===== config.mk =====
export PLATFORM = sky130hd
export DESIGN_NAME = julia_pixel_scheduler
export DESIGN_NICKNAME = d
export VERILOG_FILES = /design/src/rtl/julia_pixel_scheduler.sv
export SDC_FILE = /design/constraint.sdc
export NUM_CORES = 1
export LEC_CHECK = 0
export ABC_AREA = 1
export CAP_MARGIN = 20
export CORE_ASPECT_RATIO = 0.9
export CORE_MARGIN = 10
export CORE_UTILIZATION = 50
export CTS_CLUSTER_DIAMETER = 30
export DETAILED_ROUTE_END_ITERATION = 8
export PLACE_DENSITY = 0.75
export SYNTH_ARGS = -nofsm -noshare
export SYNTH_HDL_FRONTEND = slang
export SYNTH_SLANG_ARGS = --single-unit

===== constraint.sdc =====
create_clock -name out_stream_aclk -period 6.05 [get_ports out_stream_aclk]
set_clock_uncertainty 0.05 [all_clocks]
set_input_delay 0.9075 -clock out_stream_aclk [delete_from_list [all_inputs] [get_ports out_stream_aclk]]
set_output_delay 0.9075 -clock out_stream_aclk [all_outputs]
set_load 0.1 [all_outputs]

===== src/rtl/julia_pixel_scheduler.sv =====
// julia_pixel_scheduler: round-robin pixel dispatch to iteration engines with
// in-order retire into an AXI4-Stream colour output.
module julia_pixel_scheduler #(
  parameter int NUM_ENGINES = 4,
  parameter int X_SIZE      = 640,
  parameter int Y_SIZE      = 480
) (
  input  logic                     out_stream_aclk,
  input  logic                     periph_resetn,
  input  logic                     cfg_enable,
  output logic [NUM_ENGINES-1:0]   eng_start,
  output logic [9:0]               eng_px,
  output logic [8:0]               eng_py,
  input  logic [NUM_ENGINES-1:0]   eng_done,
  input  logic [8*NUM_ENGINES-1:0] eng_iter,
  output logic [31:0]              out_stream_tdata,
  output logic                     out_stream_tvalid,
  input  logic                     out_stream_tready,
  output logic                     out_stream_tlast,
  output logic                     out_stream_tuser,
  output logic [3:0]               out_stream_tkeep,
  output logic                     frame_done
);
  localparam int DW = $clog2(NUM_ENGINES);
  localparam logic [9:0] XL = 10'(X_SIZE - 1);
  localparam logic [8:0] YL = 9'(Y_SIZE - 1);
  localparam logic [NUM_ENGINES-1:0] ONE = 1;
  typedef enum logic [1:0] {F_IDLE, F_RUN, F_DRAIN} fsm_t;
  typedef enum logic [1:0] {S_IDLE, S_RUN, S_HELD} slot_t;
  fsm_t                   fsm_q;
  slot_t                  slot_q [NUM_ENGINES];
  logic [7:0]             iter_q [NUM_ENGINES];
  logic [DW-1:0]          dp_q, rp_q;
  logic [9:0]             ix_q, ox_q, eng_px_q;
  logic [8:0]             iy_q, oy_q, eng_py_q;
  logic [NUM_ENGINES-1:0] eng_start_q;
  logic [31:0]            tdata_q;
  logic                   tvalid_q, tlast_q, tuser_q, frame_done_q;
  logic                   start, disp, last_issue, accept, ret, out_last;
  logic [9:0]             cx, ax, lx;
  logic [8:0]             cy, ay, ly;
  logic [7:0]             rit;
  logic [31:0]            colour;
  // The frame-start cycle dispatches pixel (0,0) directly so the first start pulse follows enable by one cycle.
  always_comb begin
    start      = fsm_q == F_IDLE && cfg_enable;
    cx         = start ? '0 : ix_q;
    cy         = start ? '0 : iy_q;
    disp       = (start || fsm_q == F_RUN) && slot_q[dp_q] == S_IDLE;
    last_issue = cx == XL && cy == YL;
    accept     = tvalid_q && out_stream_tready;
    ret        = slot_q[rp_q] == S_HELD && (!tvalid_q || out_stream_tready);
    out_last   = ox_q == XL && oy_q == YL;
    ax         = ox_q == XL ? '0 : ox_q + 10'd1;
    ay         = ox_q != XL ? oy_q : (oy_q == YL ? '0 : oy_q + 9'd1);
    lx         = accept ? ax : ox_q;
    ly         = accept ? ay : oy_q;
    rit        = iter_q[rp_q];
    colour     = rit == 8'hFF ? '0 : {8'h00, rit, rit << 1, 8'(rit * 2'd3)};
  end
  always_ff @(posedge out_stream_aclk or negedge periph_resetn) begin
    if (!periph_resetn) begin
      fsm_q        <= F_IDLE;
      dp_q         <= '0;
      rp_q         <= '0;
      ix_q         <= '0;
      iy_q         <= '0;
      ox_q         <= '0;
      oy_q         <= '0;
      eng_start_q  <= '0;
      eng_px_q     <= '0;
      eng_py_q     <= '0;
      tdata_q      <= '0;
      tvalid_q     <= 1'b0;
      tlast_q      <= 1'b0;
      tuser_q      <= 1'b0;
      frame_done_q <= 1'b0;
      for (int i = 0; i < NUM_ENGINES; i++) begin
        slot_q[i] <= S_IDLE;
        iter_q[i] <= '0;
      end
    end else begin
      eng_start_q <= disp ? ONE << dp_q : '0;
      if (disp) begin
        eng_px_q <= cx;
        eng_py_q <= cy;
        ix_q     <= cx == XL ? '0 : cx + 10'd1;
        iy_q     <= cx == XL ? cy + 9'd1 : cy;
        dp_q     <= dp_q + 1'b1;
      end else if (start) begin
        ix_q <= '0;
        iy_q <= '0;
      end
      if (ret)
        rp_q <= rp_q + 1'b1;
      for (int i = 0; i < NUM_ENGINES; i++)
        if (disp && dp_q == DW'(i))
          slot_q[i] <= S_RUN;
        else if (eng_done[i] && slot_q[i] == S_RUN) begin
          slot_q[i] <= S_HELD;
          iter_q[i] <= eng_iter[8*i +: 8];
        end else if (ret && rp_q == DW'(i))
          slot_q[i] <= S_IDLE;
      if (start) begin
        ox_q <= '0;
        oy_q <= '0;
      end else if (accept) begin
        ox_q <= ax;
        oy_q <= ay;
      end
      tvalid_q <= ret || (tvalid_q && !out_stream_tready);
      if (ret) begin
        tdata_q <= colour;
        tlast_q <= lx == XL;
        tuser_q <= lx == '0 && ly == '0;
      end
      frame_done_q <= fsm_q == F_DRAIN && accept && out_last;
      if (start)
        fsm_q <= disp && last_issue ? F_DRAIN : F_RUN;
      else if (fsm_q == F_RUN && disp && last_issue)
        fsm_q <= F_DRAIN;
      else if (fsm_q == F_DRAIN && accept && out_last)
        fsm_q <= F_IDLE;
    end
  end
  assign eng_start         = eng_start_q;
  assign eng_px            = eng_px_q;
  assign eng_py            = eng_py_q;
  assign out_stream_tdata  = tdata_q;
  assign out_stream_tvalid = tvalid_q;
  assign out_stream_tlast  = tlast_q;
  assign out_stream_tuser  = tuser_q;
  assign out_stream_tkeep  = 4'hF;
  assign frame_done        = frame_done_q;
endmodule


# Yosys cells after proc, flatten, opt, wreduce, memory -nomap -nowiden
# Cells that the tools add are included.
dict set report totals {
  reg_bits 143
  input_bits 40
  out_inout_bits 63
  wordCells 144
}
dict set report op_classes {
  add_sub_neg 6
  multipliers 1
  n_lt_le_gt_ge 2
  eq_ne 20
  shifts 1
  n_mux 40
  n_bitwise 6
  n_reduce_logical 45
}
# operator n
set ops {}
lappend ops {{2-to-1 mux 9 bit} 7}
lappend ops {{2-to-1 mux 10 bit} 6}
lappend ops {{2-to-1 mux 2 bit} 20}
lappend ops {{equality test 10 bit (second input constant)} 3}
lappend ops {{logical AND 1 bit} 25}
lappend ops {{2-to-1 mux 24 bit} 1}
lappend ops {{adder 10 x 1 -> 10 bit (second input constant)} 2}
lappend ops {{adder 9 x 1 -> 9 bit (second input constant)} 2}
lappend ops {{equality test 9 bit (second input constant)} 2}
lappend ops {{binary-select mux 8 bit (select 2 bit)} 1}
lappend ops {{2-to-1 mux 8 bit} 2}
lappend ops {{nonzero test 3 bit} 5}
lappend ops {{equality test 2 x 1 -> 1 bit (second input constant)} 7}
lappend ops {{equality test 2 bit (second input constant)} 6}
lappend ops {{zero test 10 bit} 1}
lappend ops {{!= test 10 bit (second input constant)} 1}
lappend ops {{zero test 9 bit} 1}
lappend ops {{binary-select mux 2 bit (select 2 bit)} 2}
lappend ops {{equality test 8 bit (second input constant)} 1}
lappend ops {{zero test 2 bit} 4}
lappend ops {{multiplier 8 x 2 -> 8 bit (second input constant)} 1}
lappend ops {{AND reduction 2 bit} 4}
lappend ops {{>= comparator 3 bit (second input constant)} 2}
lappend ops {{NOT 2 -> 3 bit} 2}
lappend ops {{6 further kinds} 13}

# Longest topological paths before layout
# Gate-level depths: netlist of run 1.
dict set report depth {
  word_depth 10
  mapped_depth 15
  mapped_depth_nobuf 14
}

# Least setup slack after synthesis of run 1
# No wires, ideal clock.
dict set report synth_timing {
  path_kind {register to register}
  start {reg rp_q[0]}
  end {reg tdata_q[7] (netlist: out_stream_tdata[7])}
  t_arrival_ns 2.429
  t_required_ns 5.875
  slack_ns 3.446
  stages_incl_launch_ff 15
  synth_period_minus_slack_ns 2.604
  cell_sequence {dfrtp_1 buf_2 inv_2 buf_4 buf_2 o21ai_0 o22ai_1 ha_1 inv_1 fa_1 o21ai_0 a21o_1 a21oi_1 nor2_1 o21ai_1}
}
dict set report synth_via {
  elab_chain_cells 6
  elab_cells_between_ends 12
  cone_classes {mul: 1; eq/ne: 2; mux: 7; bitwise: 1; reduce/logical: 1}
}
# item line_no
set synth_lines {}
lappend synth_lines {{start, declared} 33} ;# logic [DW-1:0] dp_q, rp_q;
lappend synth_lines {{start signal, assigned} 95} ;# rp_q <= rp_q + 1'b1;
lappend synth_lines {{NOT 2 -> 3 bit (not written as such) *} {52, 58}}
lappend synth_lines {{binary-select mux 8 bit (select 2 bit) or binary-select mux 2 bit (select 2 bit) (tied branches)} {58, 52}}
lappend synth_lines {{2-to-1 mux 8 bit (not written as such) or 2-to-1 mux 2 bit (tied branches) (2 in a row)} {58, 52}}
lappend synth_lines {{multiplier 8 x 2 -> 8 bit (tied with other cells)} 59} ;# colour = rit == 8'hFF ? '0 : {8'h00, rit, rit << 1, 8'(rit * 2'd3)};
lappend synth_lines {{2-to-1 mux 24 bit or logical AND 1 bit (tied branches)} {59, 52}}
lappend synth_lines {{end signal, assigned} 113} ;# tdata_q <= colour;
lappend synth_lines {{end, declared} 37} ;# logic [31:0] tdata_q;
# Every way passes the cells marked *; elsewhere a longest branch is shown, timed or not. The select of a mux whose other input is x is not followed.
# A chain may end at the register's enable or synchronous reset.

# Worst setup path after layout of run 1
dict set report layout_timing {
  start {in cfg_enable}
  end {reg slot_q[1] (netlist bit)}
}
dict set report layout_via {
  elab_chain_cells 5
  elab_cells_between_ends 6
  cone_classes {mux: 1; reduce/logical: 5}
}
# item line_no
set layout_lines {}
lappend layout_lines {{start, declared} 10} ;# input logic cfg_enable,
lappend layout_lines {{logical AND 1 bit *} 46} ;# start = fsm_q == F_IDLE && cfg_enable;
lappend layout_lines {{logical OR 1 bit *} 49} ;# disp = (start || fsm_q == F_RUN) && slot_q[dp_q] == S_IDLE;
lappend layout_lines {{logical AND 1 bit *} 49}
lappend layout_lines {{logical AND 1 bit *} 97} ;# if (disp && dp_q == DW'(i))
lappend layout_lines {{nonzero test 3 bit (no source line) or 2-to-1 mux 2 bit (tied branches)} --}
lappend layout_lines {{end signal, assigned by index} 98} ;# slot_q[i] <= S_RUN;
lappend layout_lines {{end signal, assigned by index} 100} ;# slot_q[i] <= S_HELD;
lappend layout_lines {{end signal, assigned by index} 103} ;# slot_q[i] <= S_IDLE;
lappend layout_lines {{end, declared} 31} ;# slot_t slot_q [NUM_ENGINES];
# Every way passes the cells marked *; elsewhere a longest branch is shown, timed or not.

==> results.md, run 1 <==
- FP Rows: 40
- Vias post-DR: 5633
- Cell variety after synth: 43
- RSZ-0062 raised after global routing: false
- DR iter-0 viols: 516
- Maximum VDD drop: 0.259 mV
- Antenna Cells: 0
- Critical path startpoint category: input port
- Layout area overhead: 20.0%
- Min-Delay Path Class: reg2reg
- Placed cell areas: 7560 µm²
- Placed Cells: 1062
- Syn Inst Count: 839
- Largest net degree at the start of global routing: 81
- Largest cells by area after synthesis: dfrtp_1 (47%), nand2_1 (14%), nand3_1 (5.3%)
- CTS sink count: 126
- Post-route cell area: 8070 µm²
- CTS tree: done
- R2R cell count: 9
- Slew Viols, Final: 0
- Initial antenna violation count: 0
- Pleak: a little over 4 nW
- Total CTS buffers: 17
- Rel. slew slack: roughly 32%
- Cell with the most instances after synthesis: nand2_1
- Die width: 142 µm
- # Post-CTS Setup Buffers: 0
- CP startpoint: cfg_enable
- Register area: ~3200 µm²
- Final setup viols: 0
- Post-synth top cells: nand2_1 (245), dfrtp_1 (126), inv_1 (74), nor2_1 (74), nand3_1 (71)
- Core area: 13300 µm²
- Overflow after GRT: 0
- Hpwl dp: 11.4 mm
- Max Used Layer: met4
- Sequential share of the synthesized area: roughly 47%
- Critical Path Sink: slot_q[1]
- Fmax: around 270 MHz
- Final Cycle Share: roughly 62%
- WS Path Type: in2reg
- Clock Root Buffer: clkbuf_16
- All-Layer GR Usage: ~17%
- Worst flop-to-flop path startpoint: dp_q[0]
- WP buf/inv: 2
- Crit-path most repeated cell: nand2_1
- Post-cts sizing count: 0
- EDFF count, synth: 0
- WP depth: 8
- Clk_lat worst skew: between 0.4 and 0.5 ns
- Area leader, netlist: dfrtp_1
- Fraction of registers with async set or reset after synthesis: 100%
- Power per cell area: about 470 nW/µm²
- Synthesis Warnings: 0
- Top_reg_cell synth: dfrtp_1
- Die H: 130 µm
- Via density: 5.15
- Vias in the first global route: 5249
- Crit end category: flop
- Final Util: 60.9%
- Synth Register Bits: 126
- CP peak stage delay: 0.84 ns
- Setup TNS: 0 ns
- Final WL: 15.7 mm
- MaxCap Viol Count: 0
- Port buffer count: between 80 and 90
- Total of fill cells in the finished design: approximately 1200
- Minimum clock period: 3.75 ns
- Slew @ Worst Pin: 1.02 ns
- Met3 Wirelength: 1.22 mm
- Metal2 WL: around 6.9 mm
- Layout cells sized above 1: 7.46%
- Hold_ws: 0.427 ns
- Clk pin slew, worst setup/hold paths: 0.05 ns
- Die footprint: roughly 19000 µm²
- R2r setup slk: ~2.6 ns
- Yosys top cell area share: 46.9%
- Arrival time of the worst setup path: 3.97 ns
- Multi-input gate area: 2990 µm²
- Post-DR wirelength/cell: 14.4 µm
- Hold buffers post-CTS: 0
- Hold Fails Final Rpt: 0
- Cell chain of the critical path: clkdlybuf4s50_1 > nand2_2 > nand2_1 > nand2_2 > inv_1 > nand2_1 > nand2_1 > o21ai_0
- I/O Pins: about 100
- Initial core utilization: 50.7%
- M1 WL: 7.43 mm
- Netlist Area Pre-Place: 6730 µm²
- Crit path required time: 6.28 ns
- CP max FO: 44
- RD Place Congestion: 0.886
- Final net count: 973
- CP top delay family: simple AND/OR/NAND/NOR gates
- DRC violations left: 0
- CP max-delay cell: inv_1
- Syn_area_per_cell: 8.02 µm²
- First-pass GRT wire length: ~26 mm
- H-tree levels: 4
- CTS Buffer Depth: 2
- Post-DRT Antenna Nets: 0
- Outcome: completed
- R2r endpoint: slot_q[1]
- DR pass1 iterations: 5
- Final cell count without fillers: between 1000 and 1500
-- placed cells by master (no fill, tap or decap), types with 2 or more instances in the layout --
cell type / Yosys / layout
a22o_1: 7 / 7
clkdlybuf4s50_1: 0 / 88
nor3b_1: 2 / 2
conb_1: 2 / 13
xor2_1: 9 / 9
nand3_1: 71 / 71
clkinvlp_4: 0 / 2
nor3_1: 12 / 12
o31ai_1: 4 / 4
ha_1: 19 / 19
inv_1: 74 / 74
buf_4: 27 / 2
nand3_2: 4 / 4
nor2_1: 74 / 74
dfrtp_1: 126 / 126
o21ai_1: 5 / 5
nand2_2: 14 / 14
a21o_1: 2 / 2
nand4_1: 19 / 19
a21oi_1: 11 / 11
clkbuf_16: 0 / 17
clkinv_2: 1 / 6
clkbuf_1: 5 / 5
nor2_4: 3 / 3
o21ai_0: 49 / 49
xnor2_1: 4 / 4
o21bai_1: 2 / 2
o22ai_1: 7 / 7
nand2_4: 2 / 2
inv_2: 4 / 4
a32oi_1: 2 / 2
nand2_1: 245 / 245
nor2_2: 7 / 7
o21ai_2: 3 / 3
clkbuf_8: 0 / 2
-- where the power goes --
part | switching, W | leakage (nW) | total (W) | internal, W
Sequential | 0.000171 | 1.54 | 0.00121 | 0.00104
Clock | 0.000347 | 0.250 | 0.000884 | 0.000537
Combinational | 0.00121 | 2.34 | 0.00171 | 0.000503
Total | 0.00172 | 4.14 | 0.00381 | 0.00208
-- worst reg2reg max path: cells and delay by family (launching register included) --
kind	cells	cell delay, ns
compound gates	2	0.27
flops	1	0.43
simple gates	5	1.52
buf+inv	2	1.02
-- registers in the layout, indices dropped and copies added (netlist names) --
name,cells
oy_q,9
iter_q,32
ix_q,10
eng_px,10
iy_q,9
out_stream_tvalid,1
eng_start,4
fsm_q,2
frame_done,1
rp_q,2
out_stream_tlast,1
dp_q,2
out_stream_tuser,1
ox_q,10
eng_py,9
slot_q,8
out_stream_tdata,15
-- through the flow --
step | total power, W | worst slack (ns)
CTS | 0.00383 | 2.28
detailed placement | 0.00293 | 1.86
global placement | 0.00290 | 1.98
floorplan | 0.00255 | 3.45
finish | 0.00381 | 2.30
global route | 0.00406 | 2.01
-- area by class of cell --
type	count	share of cell area (%)
multi-input combinational	597	37.1
tap	168	2.60
timing repair buffer	90	11.1
sequential	126	39.1
inverter	81	3.84
clock buffer	24	5.84
clock inverter	7	0.496
-- worst min-delay path by stage --
stage | from | to | slack (ns) | depth (start not counted)
floorplan | iter_q[11] | iter_q[11] | 0.39 | 2
global placement | iter_q[10] | iter_q[10] | 0.40 | 2
detailed placement | iter_q[13] | iter_q[13] | 0.41 | 2
CTS | iter_q[13] | iter_q[13] | 0.43 | 2
global route | iter_q[20] | iter_q[20] | 0.45 | 2
finish | iter_q[30] | iter_q[30] | 0.43 | 2
-- metal layers --
layer / up-vias / track usage [%]
li1: 2833 / -
met4: 0 / 5.17
met1: 2591 / 23.6
met3: 13 / 5.67
met2: 196 / 25.1
met5: - / 0
-- cells by family after synthesis --
| kind of cell | synth area share, % |
|---|---|
| compound gates | 8.29 |
| xor+xnor | 1.69 |
| fa+ha+maj | 3.83 |
| buf+inv | 9.28 |
| flops | 46.9 |
| other cells | 0.112 |
| simple gates | 29.9 |
(Power assumes the default switching activity.)
==> inputs of run 2 (changes only) <==
--- a/config.mk
+++ b/config.mk
@@ -9,10 +9,10 @@
 export CAP_MARGIN = 20
 export CORE_ASPECT_RATIO = 0.9
 export CORE_MARGIN = 10
-export CORE_UTILIZATION = 50
+export CORE_UTILIZATION = 49
 export CTS_CLUSTER_DIAMETER = 30
 export DETAILED_ROUTE_END_ITERATION = 8
-export PLACE_DENSITY = 0.75
+export PLACE_DENSITY = 0.76
 export SYNTH_ARGS = -nofsm -noshare
 export SYNTH_HDL_FRONTEND = slang
 export SYNTH_SLANG_ARGS = --single-unit
==> constraint.sdc (replaced) <==
create_clock -name out_stream_aclk -period 3.3 [get_ports out_stream_aclk]
set_clock_uncertainty 0.05 [all_clocks]
set_input_delay 0.495 -clock out_stream_aclk [delete_from_list [all_inputs] [get_ports out_stream_aclk]]
set_output_delay 0.495 -clock out_stream_aclk [all_outputs]
set_load 0.1 [all_outputs]
==> run 2 against run 1 <==
- register-to-register slack lost 2.2 ns
- clock-buffer cell count is the same
- worst setup slack lost 1.9 ns
- cell area grew 0.74%
- hold slack lost 0.42 ns
- global-route usage grew 0.56 points
- via count grew 1.3%
- clock power grew 100%
- combinational power grew 87%
- highest routed layer unchanged
==> results.md, run 2 (same netlist as run 1, synthesis figures left out) <==
- Min-Delay Path Class: in2async
- WS Path Type: reg2reg
- Net switching power: 0.00321 W
- Layout area overhead: 20.9%
- Final Cycle Share: 86.8%
- Maximum VDD drop: 0.580 mV
- H-tree levels: 4
- Post-cts sizing count: 0
- I/O Pins: 103
- Slew Viols, Final: 0
- DRC violations left: 0
- Vias post-DR: 5706
- R2R cell count: 12
- CP max-delay cell: dfrtp_1
- CP startpoint: rp_q[1]
- Final WL: 16.3 mm
- Cell chain of the critical path: inv_1 > a21oi_1 > a32oi_1 > ha_1 > inv_1 > fa_1 > o21ai_0 > a21o_1 > a21oi_1 > nand2_1 > nand2_1 > o21ai_1
- Overflow after GRT: 0
- Critical path startpoint category: flop
- Rel. slew slack: 34.3%
- CTS Buffer Depth: 2
- Port buffer count: just under 90
- R2r endpoint: out_stream_tdata[7]
- Initial antenna violation count: 0
- Critical Path Sink: out_stream_tdata[7]
- Post-DRT Antenna Nets: 0
- Via density: 5.19
- First-pass GRT wire length: 27.4 mm
- Clock Root Buffer: clkbuf_16
- Crit end category: flop
- CP peak stage delay: 0.48 ns
- Comb pwr share: 44.4%
- Final setup viols: 0
- Clk_lat worst skew: approximately 0.42 ns
- Power per cell area: 882 nW/µm²
- Antenna Cells: 0
- WP buf/inv: 2
- Outcome: completed
- Minimum clock period: 2.86 ns
- Hpwl dp: 11.9 mm
- CP top delay family: compound AO/OA/AOI/OAI gates
- Hold buffers post-CTS: 0
- Core area: 13400 µm²
- Post-DR wirelength/cell: 14.8 µm
- Setup TNS: 0 ns
- RSZ-0062 raised after global routing: false
- CTS tree: done
- Die width: 144 µm
- Pint: 0.00397 W
- Crit path required time: 3.59 ns
- Max reg flops: 32
- R2r setup slk: 0.44 ns
- Net Sw Frac: approximately 45%
- Largest net degree at the start of global routing: between 50 and 60
- Most frequent cells in the layout: nand2_1 (245), dfrtp_1 (126), inv_1 (74), nor2_1 (74), nand3_1 (71)
- Fmax: 349 MHz
- RD Place Congestion: 0.901
- All-Layer GR Usage: between 10% and 20%
- Clock group share of total power: around a quarter
- Placed cell areas: 7560 µm²
- Hold Fails Final Rpt: 0
- Sequential share of power: 30.5%
- CP max FO: 14
- DR iter-0 viols: approximately 550
- Layout cells sized above 1: 11.6%
- Worst flop-to-flop path startpoint: rp_q[1]
- Slew @ Worst Pin: 0.982 ns
- FP Rows: 40
- Arrival time of the worst setup path: around 3.2 ns
- Initial core utilization: 50.2%
- Most common cell after layout, fill and taps aside: nand2_1
- Die H: 131 µm
- MaxCap Viol Count: 0
- Post-route cell area: ~8000 µm²
- Pleak: 4.26 nW
- Total CTS buffers: 17
- DR pass1 iterations: 5
- WP depth: 12
- Largest register by flop count: iter_q
- # Post-CTS Setup Buffers: 0
- Die footprint: between 15000 and 20000 µm²
- Final net count: 981
- Vias in the first global route: 5546
- Clk pin slew, worst setup/hold paths: 0.05 ns
- CTS sink count: ~130
==> run 2: how the worst min path moves through the flow <==
stage / end / slack (ns) / startpoint
2_1_floorplan: dp_q[0] / 0.15 / periph_resetn
3_3_place_gp: iter_q[9] / 0.41 / iter_q[9]
3_5_place_dp: iter_q[11] / 0.40 / iter_q[11]
4_1_cts: eng_py[0] / 0.02 / periph_resetn
5_1_grt: ix_q[4] / 0.04 / periph_resetn
6_report: ix_q[4] / 0.006 / periph_resetn
==> run 2: layout make-up <==
type / count / area [µm²]
clock inverter: 6 / 57.6
fill: 1194 / 5280
multi-input combinational: 597 / 2990
tap: 168 / 210
clock buffer: 24 / 512
timing repair buffer: 98 / 898
inverter: 81 / 310
sequential: 126 / 3150
==> run 2: per-stage QoR <==
stage	hold slack (ns)	utilization (%)	setup slack (ns)	cells	power (W)
after detailed placement	0.404	56.4	0.436	1070	0.00538
after floorplan	0.149	-	0.696	850	0.00467
final	0.00640	60.6	0.436	1100	0.00717
after global routing	0.0371	60.6	0.184	1100	0.00762
after CTS	0.0234	60.6	0.456	1100	0.00719
after global placement	0.408	56.4	0.508	1070	0.00531
==> run 2: routing by layer <==
metal  global-route usage (%)  vias up  wire length (µm)
met4                     5.56        0               202
met5                        0        -                 0
li1                         -     2835                 -
met3                     4.65       13              1040
met1                     24.3     2709              7550
met2                     26.6      149              7510
==> run 2: power by group through the flow <==
stage | logic [W] | registers (W) | clock network (W)
2_1_floorplan | 0.00189 | 0.00277 | 0
3_3_place_gp | 0.00312 | 0.00220 | 0
3_5_place_dp | 0.00318 | 0.00220 | 0
4_1_cts | 0.00320 | 0.00218 | 0.00181
5_1_grt | 0.00351 | 0.00223 | 0.00189
6_report | 0.00319 | 0.00219 | 0.00180
==> inputs of run 3 (changes only) <==
--- a/config.mk
+++ b/config.mk
@@ -9,10 +9,10 @@
 export CAP_MARGIN = 20
 export CORE_ASPECT_RATIO = 0.9
 export CORE_MARGIN = 10
-export CORE_UTILIZATION = 49
+export CORE_UTILIZATION = 50
 export CTS_CLUSTER_DIAMETER = 30
 export DETAILED_ROUTE_END_ITERATION = 8
-export PLACE_DENSITY = 0.76
+export PLACE_DENSITY = 0.75
 export SYNTH_ARGS = -nofsm -noshare
 export SYNTH_HDL_FRONTEND = slang
 export SYNTH_SLANG_ARGS = --single-unit
==> constraint.sdc (replaced) <==
create_clock -name out_stream_aclk -period 3 [get_ports out_stream_aclk]
set_clock_uncertainty 0.05 [all_clocks]
set_input_delay 0.45 -clock out_stream_aclk [delete_from_list [all_inputs] [get_ports out_stream_aclk]]
set_output_delay 0.45 -clock out_stream_aclk [all_outputs]
set_load 0.1 [all_outputs]
==> run 3 against run 2 <==
- the flow now finishes with violations (hold timing)
- non-clock buffer count up 9
- power up 7.7%
- sequential power up 10%
- combinational power up 11%
- hold slack worse by 0.031 ns
- global-route usage about the same
- via count down 0.16%
- clock-buffer cell count down 4
- maximum frequency up 5.0%
- cell area down 0.51%
- critical path type unchanged
- largest cell class unchanged
- highest routed layer unchanged
==> results.md, run 3 (same netlist as run 1, synthesis figures left out) <==
- Total power: 0.00772 W
- Crit path required time: 3.30 ns
- Hold buffers post-CTS: 0
- Die footprint: 18500 µm²
- H-tree levels: 4
- Hold_ws: -0.0248 ns
- Placed Cells: 1078
- DR pass1 iterations: 5
- Setup TNS: 0 ns
- DRC violations left: 0
- Initial core utilization: between 50% and 60%
- Most frequent cells in the layout: nand2_1 (245), dfrtp_1 (126), nor2_1 (74), inv_1 (73), nand3_1 (71)
- Final setup viols: 0
- Largest net degree at the start of global routing: 57
- Initial antenna violation count: 0
- Pleak: 4.31 nW
- Minimum clock period: 2.73 ns
- Final WL: approximately 16 mm
- Fmax: 367 MHz
- I/O Pins: 103
- Final Cycle Share: 90.9%
- Post-DR wirelength/cell: 14.5 µm
- Clk_lat worst skew: ~0.43 ns
- Slew @ Worst Pin: 0.602 ns
- Port buffer count: 89
- Via density: roughly 5
- Crit end category: flop
- Core area: 13300 µm²
- RD Place Congestion: 0.898
- MaxCap Viol Count: 0
- Placed cell areas: 7570 µm²
- Hpwl dp: 11.8 mm
- CTS Buffer Depth: 2
- Clk pin slew, worst setup/hold paths: roughly 0.05 ns
- CTS tree: done
- CTS sink count: ~130
- Final net count: 990
- RSZ-0062 raised after global routing: false
- Overflow after GRT: 0
- Post-route cell area: around 8000 µm²
- Power per cell area: 954 nW/µm²
- First-pass GRT wire length: 26.6 mm
- Min-Delay Path Class: in2async
- Most common cell after layout, fill and taps aside: nand2_1
- Die H: 130 µm
- Die width: 142 µm
- Arrival time of the worst setup path: 3.02 ns
- Critical path startpoint category: flop
- Failing checks: hold timing
- Largest register by flop count: iter_q
- Post-DRT Antenna Nets: 0
- Final cell count without fillers: 1108
- CP startpoint: rp_q[1]
- Outcome: finished, violations left
- Antenna Cells: 0
- Worst flop-to-flop path startpoint: rp_q[1]
- Total of fill cells in the finished design: between 1000 and 1500
- Clock Root Buffer: clkbuf_16
- DR iter-0 viols: 431
- Layout cells sized above 1: 14.9%
- Rel. slew slack: 59.7%
- Vias in the first global route: about 5500
- Max reg flops: 32
- Maximum VDD drop: 0.523 mV
- WS Path Type: reg2reg
- Vias post-DR: 5697
- Layout area overhead: 20.3%
- Slew Viols, Final: 0
- All-Layer GR Usage: 17.7%
- CP max FO: 11
- FP Rows: 40
- Total CTS buffers: 17
- Hold Fails Final Rpt: 29
[run 3: cell count changes in the layout (fill, tap and decap cells not counted)]
cell	previous run	this run
clkinv_2	5	9
a32oi_2	0	1
clkdlybuf4s50_1	60	38
clkinvlp_4	1	2
bufinv_16	1	0
inv_1	74	73
a32oi_1	2	1
clkbuf_8	6	2
buf_4	37	68
[run 3: final timing paths]
path                          slack, ns                   to  cells past startpoint
max reg2reg                        0.27  out_stream_tdata[7]                     11
min                               -0.02              oy_q[8]                      1
min in group out_stream_aclk       0.42           iter_q[14]                      2
max                                0.27  out_stream_tdata[7]                     11
max in group asynchronous          2.15              ix_q[0]                      2
min reg2reg                        0.42           iter_q[14]                      2
[run 3: metrics by stage]
step                      util [%]  hold slack (ns)  worst slack (ns)
final                         61.0          -0.0248             0.274
after global routing          61.0           0.0210            0.0526
after CTS                     60.9          0.00356             0.203
after detailed placement      57.1            0.410             0.211
after global placement        57.1            0.408             0.325
after floorplan                  -            0.104             0.396
[run 3: metal layers]
metal  up-vias  global-route usage, %  routed length, µm
met1      2659                   24.9               7730
met4         0                   6.91                208
met2       156                   25.1               7080
met5         -                      0                  0
li1       2860                      -                  -
met3        22                   5.45               1090
[run 3: final cells by class]
class                      instances  area, µm²  area share, %
sequential                       126       3150           39.0
multi-input combinational        597       3000           37.1
timing repair buffer             107        911           11.3
clock buffer                      20        457           5.64
inverter                          81        314           3.88
tap                              168        210           2.60
clock inverter                     9       47.5          0.588
[run 3: worst max-delay path: stages, from the launching register on]
cell        delay (ns)
dfrtp_1           0.54
clkinvlp_4        0.27
a32oi_2           0.33
ha_1              0.25
inv_1             0.07
fa_1              0.41
o21ai_0           0.28
a21o_1            0.15
a21oi_1           0.07
nand2_1           0.06
nand2_1           0.05
o21ai_1           0.11
[run 3: what timing repair did]
action / 4_1_cts / 5_1_grt
endpoints found under the setup margin: 0 / 1
buffers inserted: 0 / 1
gates resized for setup: 0 / 2
[run 3: where the power goes]
group / switching, W / total [W] / internal, W / leakage, nW
Clock: 0.000710 / 0.00178 / 0.00107 / 0.256
Combinational: 0.00250 / 0.00353 / 0.00103 / 2.51
Sequential: 0.000312 / 0.00241 / 0.00210 / 1.54
Total: 0.00352 / 0.00772 / 0.00420 / 4.31
